File: src/rtl/bus_arbiter.sv
// Round-robin bus-source arbiter with a per-grant hold limit.
// One idle turnaround cycle always separates consecutive grants.
module bus_arbiter #(
    parameter int unsigned HOLD_MAX = 16
) (
    input  logic        clock,
    input  logic        clear,
    input  logic [31:0] req,
    output logic [31:0] grant_out,
    output logic        grant_valid,
    output logic [4:0]  grant_sel,
    output logic        timeout
);

    localparam logic [7:0] LIMIT = 8'(HOLD_MAX - 1);

    typedef enum logic {
        IDLE,
        GRANT
    } state_t;

    state_t      state_q, state_d;
    logic [4:0]  ptr_q, ptr_d;
    logic [4:0]  sel_q, sel_d;
    logic [7:0]  hold_q, hold_d;
    logic [31:0] grant_q, grant_d;
    logic        timeout_q, timeout_d;

    logic [4:0]  pick;
    logic [4:0]  idx;
    logic        found;
    logic        rel;
    logic        lim;

    // First requester at or above ptr_q, wrapping 31 -> 0
    always_comb begin
        pick  = '0;
        idx   = '0;
        found = 1'b0;
        for (int i = 0; i < 32; i++) begin
            idx = ptr_q + 5'(i);
            if (!found && req[idx]) begin
                found = 1'b1;
                pick  = idx;
            end
        end
    end

    assign rel = !req[sel_q];
    assign lim = (hold_q == LIMIT);

    always_comb begin
        state_d   = state_q;
        ptr_d     = ptr_q;
        sel_d     = sel_q;
        hold_d    = hold_q;
        grant_d   = grant_q;
        timeout_d = 1'b0;
        unique case (state_q)
            IDLE: begin
                if (found) begin
                    state_d = GRANT;
                    sel_d   = pick;
                    hold_d  = '0;
                    grant_d = 32'(1) << pick;
                end
            end
            GRANT: begin
                if (rel || lim) begin
                    state_d   = IDLE;
                    ptr_d     = sel_q + 5'd1;
                    sel_d     = '0;
                    hold_d    = '0;
                    grant_d   = '0;
                    // A simultaneous release wins over the limit
                    timeout_d = !rel;
                end else begin
                    hold_d = hold_q + 8'd1;
                end
            end
            default: begin
                state_d = IDLE;
            end
        endcase
    end

    always_ff @(posedge clock) begin
        if (!clear) begin
            state_q   <= IDLE;
            ptr_q     <= '0;
            sel_q     <= '0;
            hold_q    <= '0;
            grant_q   <= '0;
            timeout_q <= 1'b0;
        end else begin
            state_q   <= state_d;
            ptr_q     <= ptr_d;
            sel_q     <= sel_d;
            hold_q    <= hold_d;
            grant_q   <= grant_d;
            timeout_q <= timeout_d;
        end
    end

    assign grant_out   = grant_q;
    assign grant_valid = (state_q == GRANT);
    assign grant_sel   = sel_q;
    assign timeout     = timeout_q;

endmodule

File: config.mk
export PLATFORM = sky130hd
export DESIGN_NAME = bus_arbiter
export DESIGN_NICKNAME = d
export VERILOG_FILES = /design/src/rtl/bus_arbiter.sv
export SDC_FILE = /design/constraint.sdc
export NUM_CORES = 1
export LEC_CHECK = 0
export ABC_AREA = 1
export BUFFER_PORTS_ARGS = -buffer_cell sky130_fd_sc_hd__buf_2
export CAP_MARGIN = 20
export CORE_MARGIN = 10
export CORE_UTILIZATION = 55
export DETAILED_ROUTE_END_ITERATION = 7
export GPL_ROUTABILITY_DRIVEN = 0
export MAX_ROUTING_LAYER = met4
export PLACE_DENSITY = 0.84
export SETUP_SLACK_MARGIN = 0.3
export SLEW_MARGIN = 30
export SYNTH_ARGS = -nofsm -noshare
export SYNTH_HDL_FRONTEND = slang
export SYNTH_SLANG_ARGS = --single-unit
File: constraint.sdc
create_clock -name clock -period 10.3 [get_ports clock]
set_input_delay 2.06 -clock clock [delete_from_list [all_inputs] [get_ports clock]]
set_output_delay 2.06 -clock clock [all_outputs]
set_load 0.03 [all_outputs]
* After elaboration in Yosys (flattened, before gate mapping)
Index checks and enable logic that the tools add are counted.
** Word-level totals
- Bits of input ports :: 34
- Register bits after elaboration :: 52
- Output and inout bits :: 39
- Word-level logic and storage cells :: 286
** Operators by class
- $add $sub $neg :: 33
- Muxes and demuxes :: 142
- $lt $le $gt $ge :: 33
- Reductions and logical operators :: 67
- Shift-type cells :: 1
- Eq/ne operators :: 3
- Bitwise logic cells :: 1
** Operators with widths (number)
- less-than comparator 5 x 6 -> 1 bit (second input constant) :: 33
- two-way mux 5 bit :: 34
- binary-select mux 1 bit (select 5 bit) :: 33
- adder 5 bit (second input constant) :: 16
- two-way mux 1 bit :: 67
- two-way mux 32 bit :: 2
- one-hot mux 32 bit (2 select lines) :: 1
- adder 5 x 4 -> 5 bit (second input constant) :: 8
- zero test 1 bit :: 32
- left shift 1 x 5 -> 32 bit (first input constant) :: 1
- logical AND 1 bit :: 31
- adder 5 x 3 -> 5 bit (second input constant) :: 4
- two-way mux 8 bit :: 2
- one-hot mux 8 bit (2 select lines) :: 1
- adder 5 x 1 -> 5 bit (second input constant) :: 2
- adder 5 x 2 -> 5 bit (second input constant) :: 2
- one-hot mux 5 bit (2 select lines) :: 1
- adder 8 x 1 -> 8 bit (second input constant) :: 1
- == test 8 x 4 -> 1 bit (second input constant) :: 1
- AND reduction 2 bit :: 2
- AND reduction 3 bit :: 1
- inequality test 2 x 1 -> 1 bit (second input constant) :: 1
- inequality test 2 bit (second input constant) :: 1
- one-hot mux 1 bit (2 select lines) :: 1
- other kinds (2) :: 2

* Depth between registers and ports, before layout
- Word-level depth :: 99
- Mapped depth :: 41
- Gate-level depth less buffers :: 36

* Worst setup path after synthesis
OpenSTA, ideal clock, no wires.
- Path kind :: input-to-reg
- Start point :: input port req[27]
- End point :: register grant_q[21] (netlist: grant_out[21])
- Data arrival time :: 5539 ps
- Slack :: 4691 ps
- Stages :: 30
- Library setup time :: 70 ps
- Path buffers :: 1
- Required time :: 10230 ps
- Path through :: nand2_1 nand3_1 nand3_1 nand3_1 nand3_2 nand2_2 nor2_4 nand4_2 nor2_4 nand4_2 nor2_4 nand4_2 nor2_4 nand4_4 nor2_4 nand4_4 nor2_8 nand4_4 nor2_4 nand4_2 nor2_4 nand3_2 clkinv_2 nand2_1 nand3_2 nand2_2 clkinv_2 buf_6 nand4_1 a21oi_1
** Between the ends
- Longest elaborated chain between the ends :: 99
- Elaborated cells on any way between the ends :: 200
- Classes of those cells :: eq/ne: 2; shift: 1; mux: 132; reduce/logical: 65
** Ends and longest elaborated chain
- start: declaration :: RTL line 8 : input logic [31:0] req,
- binary-select mux 1 bit (select 5 bit) :: RTL line 42 : if (!found && req[idx]) begin
- two-way mux 1 bit (implied by the code) :: RTL line 42
- two-way mux 1 bit :: RTL line 42
- zero test 1 bit :: RTL line 42
- logical AND 1 bit :: RTL line 42
- two-way mux 1 bit :: RTL line 42
- zero test 1 bit :: RTL line 42
- logical AND 1 bit :: RTL line 42
- [83 not listed]
- logical AND 1 bit :: RTL line 42
- two-way mux 1 bit :: RTL line 42
- zero test 1 bit :: RTL line 42
- logical AND 1 bit :: RTL line 42
- two-way mux 5 bit :: RTL line 42
- left shift 1 x 5 -> 32 bit :: RTL line 65 : grant_d = 32'(1) << pick;
- two-way mux 32 bit :: RTL line 61 : if (found) begin
- one-hot mux 32 bit (2 select lines) :: RTL line 59 : unique case (state_q)
- end signal: assignment :: RTL line 100 : grant_q <= grant_d;
- end: declaration :: RTL line 26 : logic [31:0] grant_q, grant_d;
Parallel ways exist; a longest one is shown, timed or not. The select of a mux whose other input is x is not followed.
A chain may end at the register's enable or synchronous reset.

* Worst setup path after layout
- Start point :: register ptr_q[2]
- End point :: register grant_q[24] (netlist: grant_out[24])
** Between the ends
- Longest elaborated chain between the ends :: 99
- Elaborated cells on any way between the ends :: 226
- Classes of those cells :: add/sub: 31; eq/ne: 1; shift: 1; mux: 130; reduce/logical: 63
** Ends and longest elaborated chain
- start: declaration :: RTL line 23 : logic [4:0] ptr_q, ptr_d;
- start signal: assignment :: RTL line 97 : ptr_q <= ptr_d;
- branches (longest 99 deep; another with adder 5 x 1 -> 5 bit)
Parallel ways; which one is timed is not known. The select of a mux whose other input is x is not followed.

==> results.cfg <==
[floorplanning]
core_um2 = 12000
initial_core_util_pct = 56.0
floorplan.die_area_um2 = 17000
rows = 40
die_w_um = 130
ioPinCount = 73
die_h_um = 130

[critical_path]
r2r_cells = 31
slowest_stage = ha_1
critPathCaptureType = flop
reg2reg_from = ptr_q[2]$_SDFFE_PN0P_
crit_end = grant_out[24]$_SDFFE_PN0P_
critPathLaunchType = flop
critPathKind = reg -> reg
crit_path_max_incr_delay_ps = 890
path_max_fanout = 21
arrival_ps = 7330
reg2reg_slack_ps = 3210
r2r_end = grant_out[24]$_SDFFE_PN0P_
startpoint = ptr_q[2]$_SDFFE_PN0P_
cp_data_required_time_ps = 10530

[detailed_routing]
vias_per_cell = 6.31
routed-via-count = 8662
drc_errors = 0
wire_per_inst_um = 17.6
firstDrtPassIters = 7
drtAntennaViolNets = 0
routed_wl_um = 24200
drtIter0Drc = 1457

[cells_and_area]
num_antenna_cells = 0
register_area_um2 = 1040
layout_commonest_cell = nand2_1
fin_nets = 1274
syn2layout_area_growth_pct = 6.40
drive_gt1_share_pct = 11.3
layout.cells.most_common_list = nand2_1, nand3_1, inv_1
design_area_um2 = 7130
fin_cells = 1373
multiInputGateArea_um2 = 4910
nFillCells = 1184

[synthesis]
synth_area_um2 = 6700
async_flop_share_pct = 0
avgSynthCellArea_um2 = 5.62
synth-edff-count = 0
syn_inst = 1192
synth-seq-cells = 52
synth-seq-area-share_pct = 15.5
yosysWarnings = 0
synthFlopType = dfxtp_1
synth.distinct_cells = 48
synth_nets = 1241

[place]
post_dp_cell_area_um2 = 6980
hpwl_um = 18200
dp_cells = 1365
placement.io_buffers = 72

[cts]
cts_tree = yes
cts.sinks = 52
clock_latency_ps = 300
cts_setup_buffers = 0
cts.repair.resized = 0
postCtsHoldBufs = 0
clk_path_buf_depth = 2
path_clk_slew_ps = 70
cts_buffers = 5
clock-root-buffer = clkbuf_16
htree_levels = 2

[worst_hold_path]
hold_class = reg -> reg

[timing]
worstMarginPinSlew_ps = 1080
hold_violations = 0
setup_viol = 0
fmax_ghz = 0.141
skew_ps = 9.56
slew_headroom_pct = 27.9
layout_min_cycle_time_ps = 7090
drv_slew = 0
finalCritPeriodShare_pct = 68.9
rsz0062_at_grt = false
tns_ps = 0

[grt]
grt_pass1_wl_um = 37900
grt_use_total_pct = 28.3
grt_max_degree = 41
antenna_found_initial = 0
grt_pass1_vias = 7628
grt-ovfl-total = 0

[outcome]
status = complete, no violations

[run]
drv_cap = 0
[registers in the layout, summed over array words and instances (netlist names)]
signal / count
grant_sel: 5
hold_q: 8
timeout: 1
ptr_q: 5
grant_valid: 1
grant_out: 32
[final cells by class]
type / instances / area share [%]
Inverter: 115 / 6.12
Clock inverter: 3 / 0.368
Sequential cell: 52 / 14.6
Timing Repair Buffer: 78 / 5.69
Clock buffer: 5 / 1.75
Multi-Input combinational cell: 973 / 68.9
Tap cell: 147 / 2.58
[cell families (layout without fill, tap and decap cells)]
logic type	after synthesis	count (layout)	share of synthesized area [%]
AND/OR/NAND/NOR	790	790	54.9
AO/OA/AOI/OAI	142	142	11.7
flip-flops	52	52	15.5
adder cells (fa/ha/maj)	15	15	2.80
buffers and inverters	167	201	11.2
XOR/XNOR	26	26	3.96
[worst min path at each step]
| stage | startpoint | to | slack (ps) | cells past startpoint |
|---|---|---|---|---|
| global placement | grant_out[11]$_SDFFE_PN0P_ | grant_out[11]$_SDFFE_PN0P_ | 450 | 2 |
| finish | grant_out[12]$_SDFFE_PN0P_ | grant_out[12]$_SDFFE_PN0P_ | 460 | 2 |
| global route | grant_out[17]$_SDFFE_PN0P_ | grant_out[17]$_SDFFE_PN0P_ | 490 | 2 |
| CTS | grant_out[12]$_SDFFE_PN0P_ | grant_out[12]$_SDFFE_PN0P_ | 470 | 2 |
| detailed placement | grant_out[12]$_SDFFE_PN0P_ | grant_out[12]$_SDFFE_PN0P_ | 460 | 2 |
| floorplan | hold_q[5]$_SDFFE_PN0P_ | hold_q[5]$_SDFFE_PN0P_ | 440 | 2 |
[routing by layer]
metal | global-route usage, % | vias to the layer above | part of all wire (%)
met4 | 11.8 | 0 | 4.5
met5 | - | - | 0
met3 | 6.12 | 114 | 15
met2 | 41.6 | 693 | 43
met1 | 36.8 | 3812 | 38
li1 | - | 4043 | -
[cell usage after synthesis (2+ instances only)]
library cell / count / share of area, %
nor2_4: 9 / 1.5
o21ai_0: 56 / 4.2
xnor2_1: 5 / 0.65
nand2_1: 341 / 19
and2_0: 2 / 0.19
o2111ai_1: 2 / 0.26
nor2_2: 4 / 0.37
inv_2: 6 / 0.34
clkinv_2: 2 / 0.15
nand3_2: 5 / 0.75
nand4_1: 41 / 3.8
o221ai_1: 4 / 0.52
dfxtp_1: 52 / 16
nand3b_1: 6 / 0.67
nand2_2: 10 / 0.93
clkbuf_1: 17 / 0.95
o21a_1: 5 / 0.56
o21ai_1: 4 / 0.30
ha_1: 15 / 2.8
nor2_1: 96 / 5.4
nor3_1: 8 / 0.60
xor2_1: 16 / 2.1
nand4_2: 4 / 0.75
buf_4: 8 / 0.90
xor2_2: 4 / 0.97
buf_1: 3 / 0.17
a21oi_1: 57 / 4.3
buf_6: 9 / 1.5
buf_2: 15 / 1.1
nand3_1: 257 / 19
nand4_4: 3 / 0.95
inv_1: 105 / 5.9
a31oi_1: 3 / 0.28
o22ai_1: 4 / 0.37
[stage by stage]
step                      hold WS (ps)  worst slack (ps)  util (%)
after floorplan                    441              4690         -
after global placement             451              3570      58.3
after detailed placement           456              3440      58.3
after CTS                          467              3450      59.6
after global routing               490              2800      59.6
final                              464              3210      59.6
[worst max-delay path: cells and delay by family, from the launching register on]
family / cells / cell delay (ps)
fa+ha+maj: 1 / 890
flops: 1 / 310
buf+inv: 4 / 1400
compound gates: 1 / 150
simple gates: 25 / 4260
Power is not shown: default switching activity piles up to over one toggle a cycle in this logic, so the estimate is an artifact.
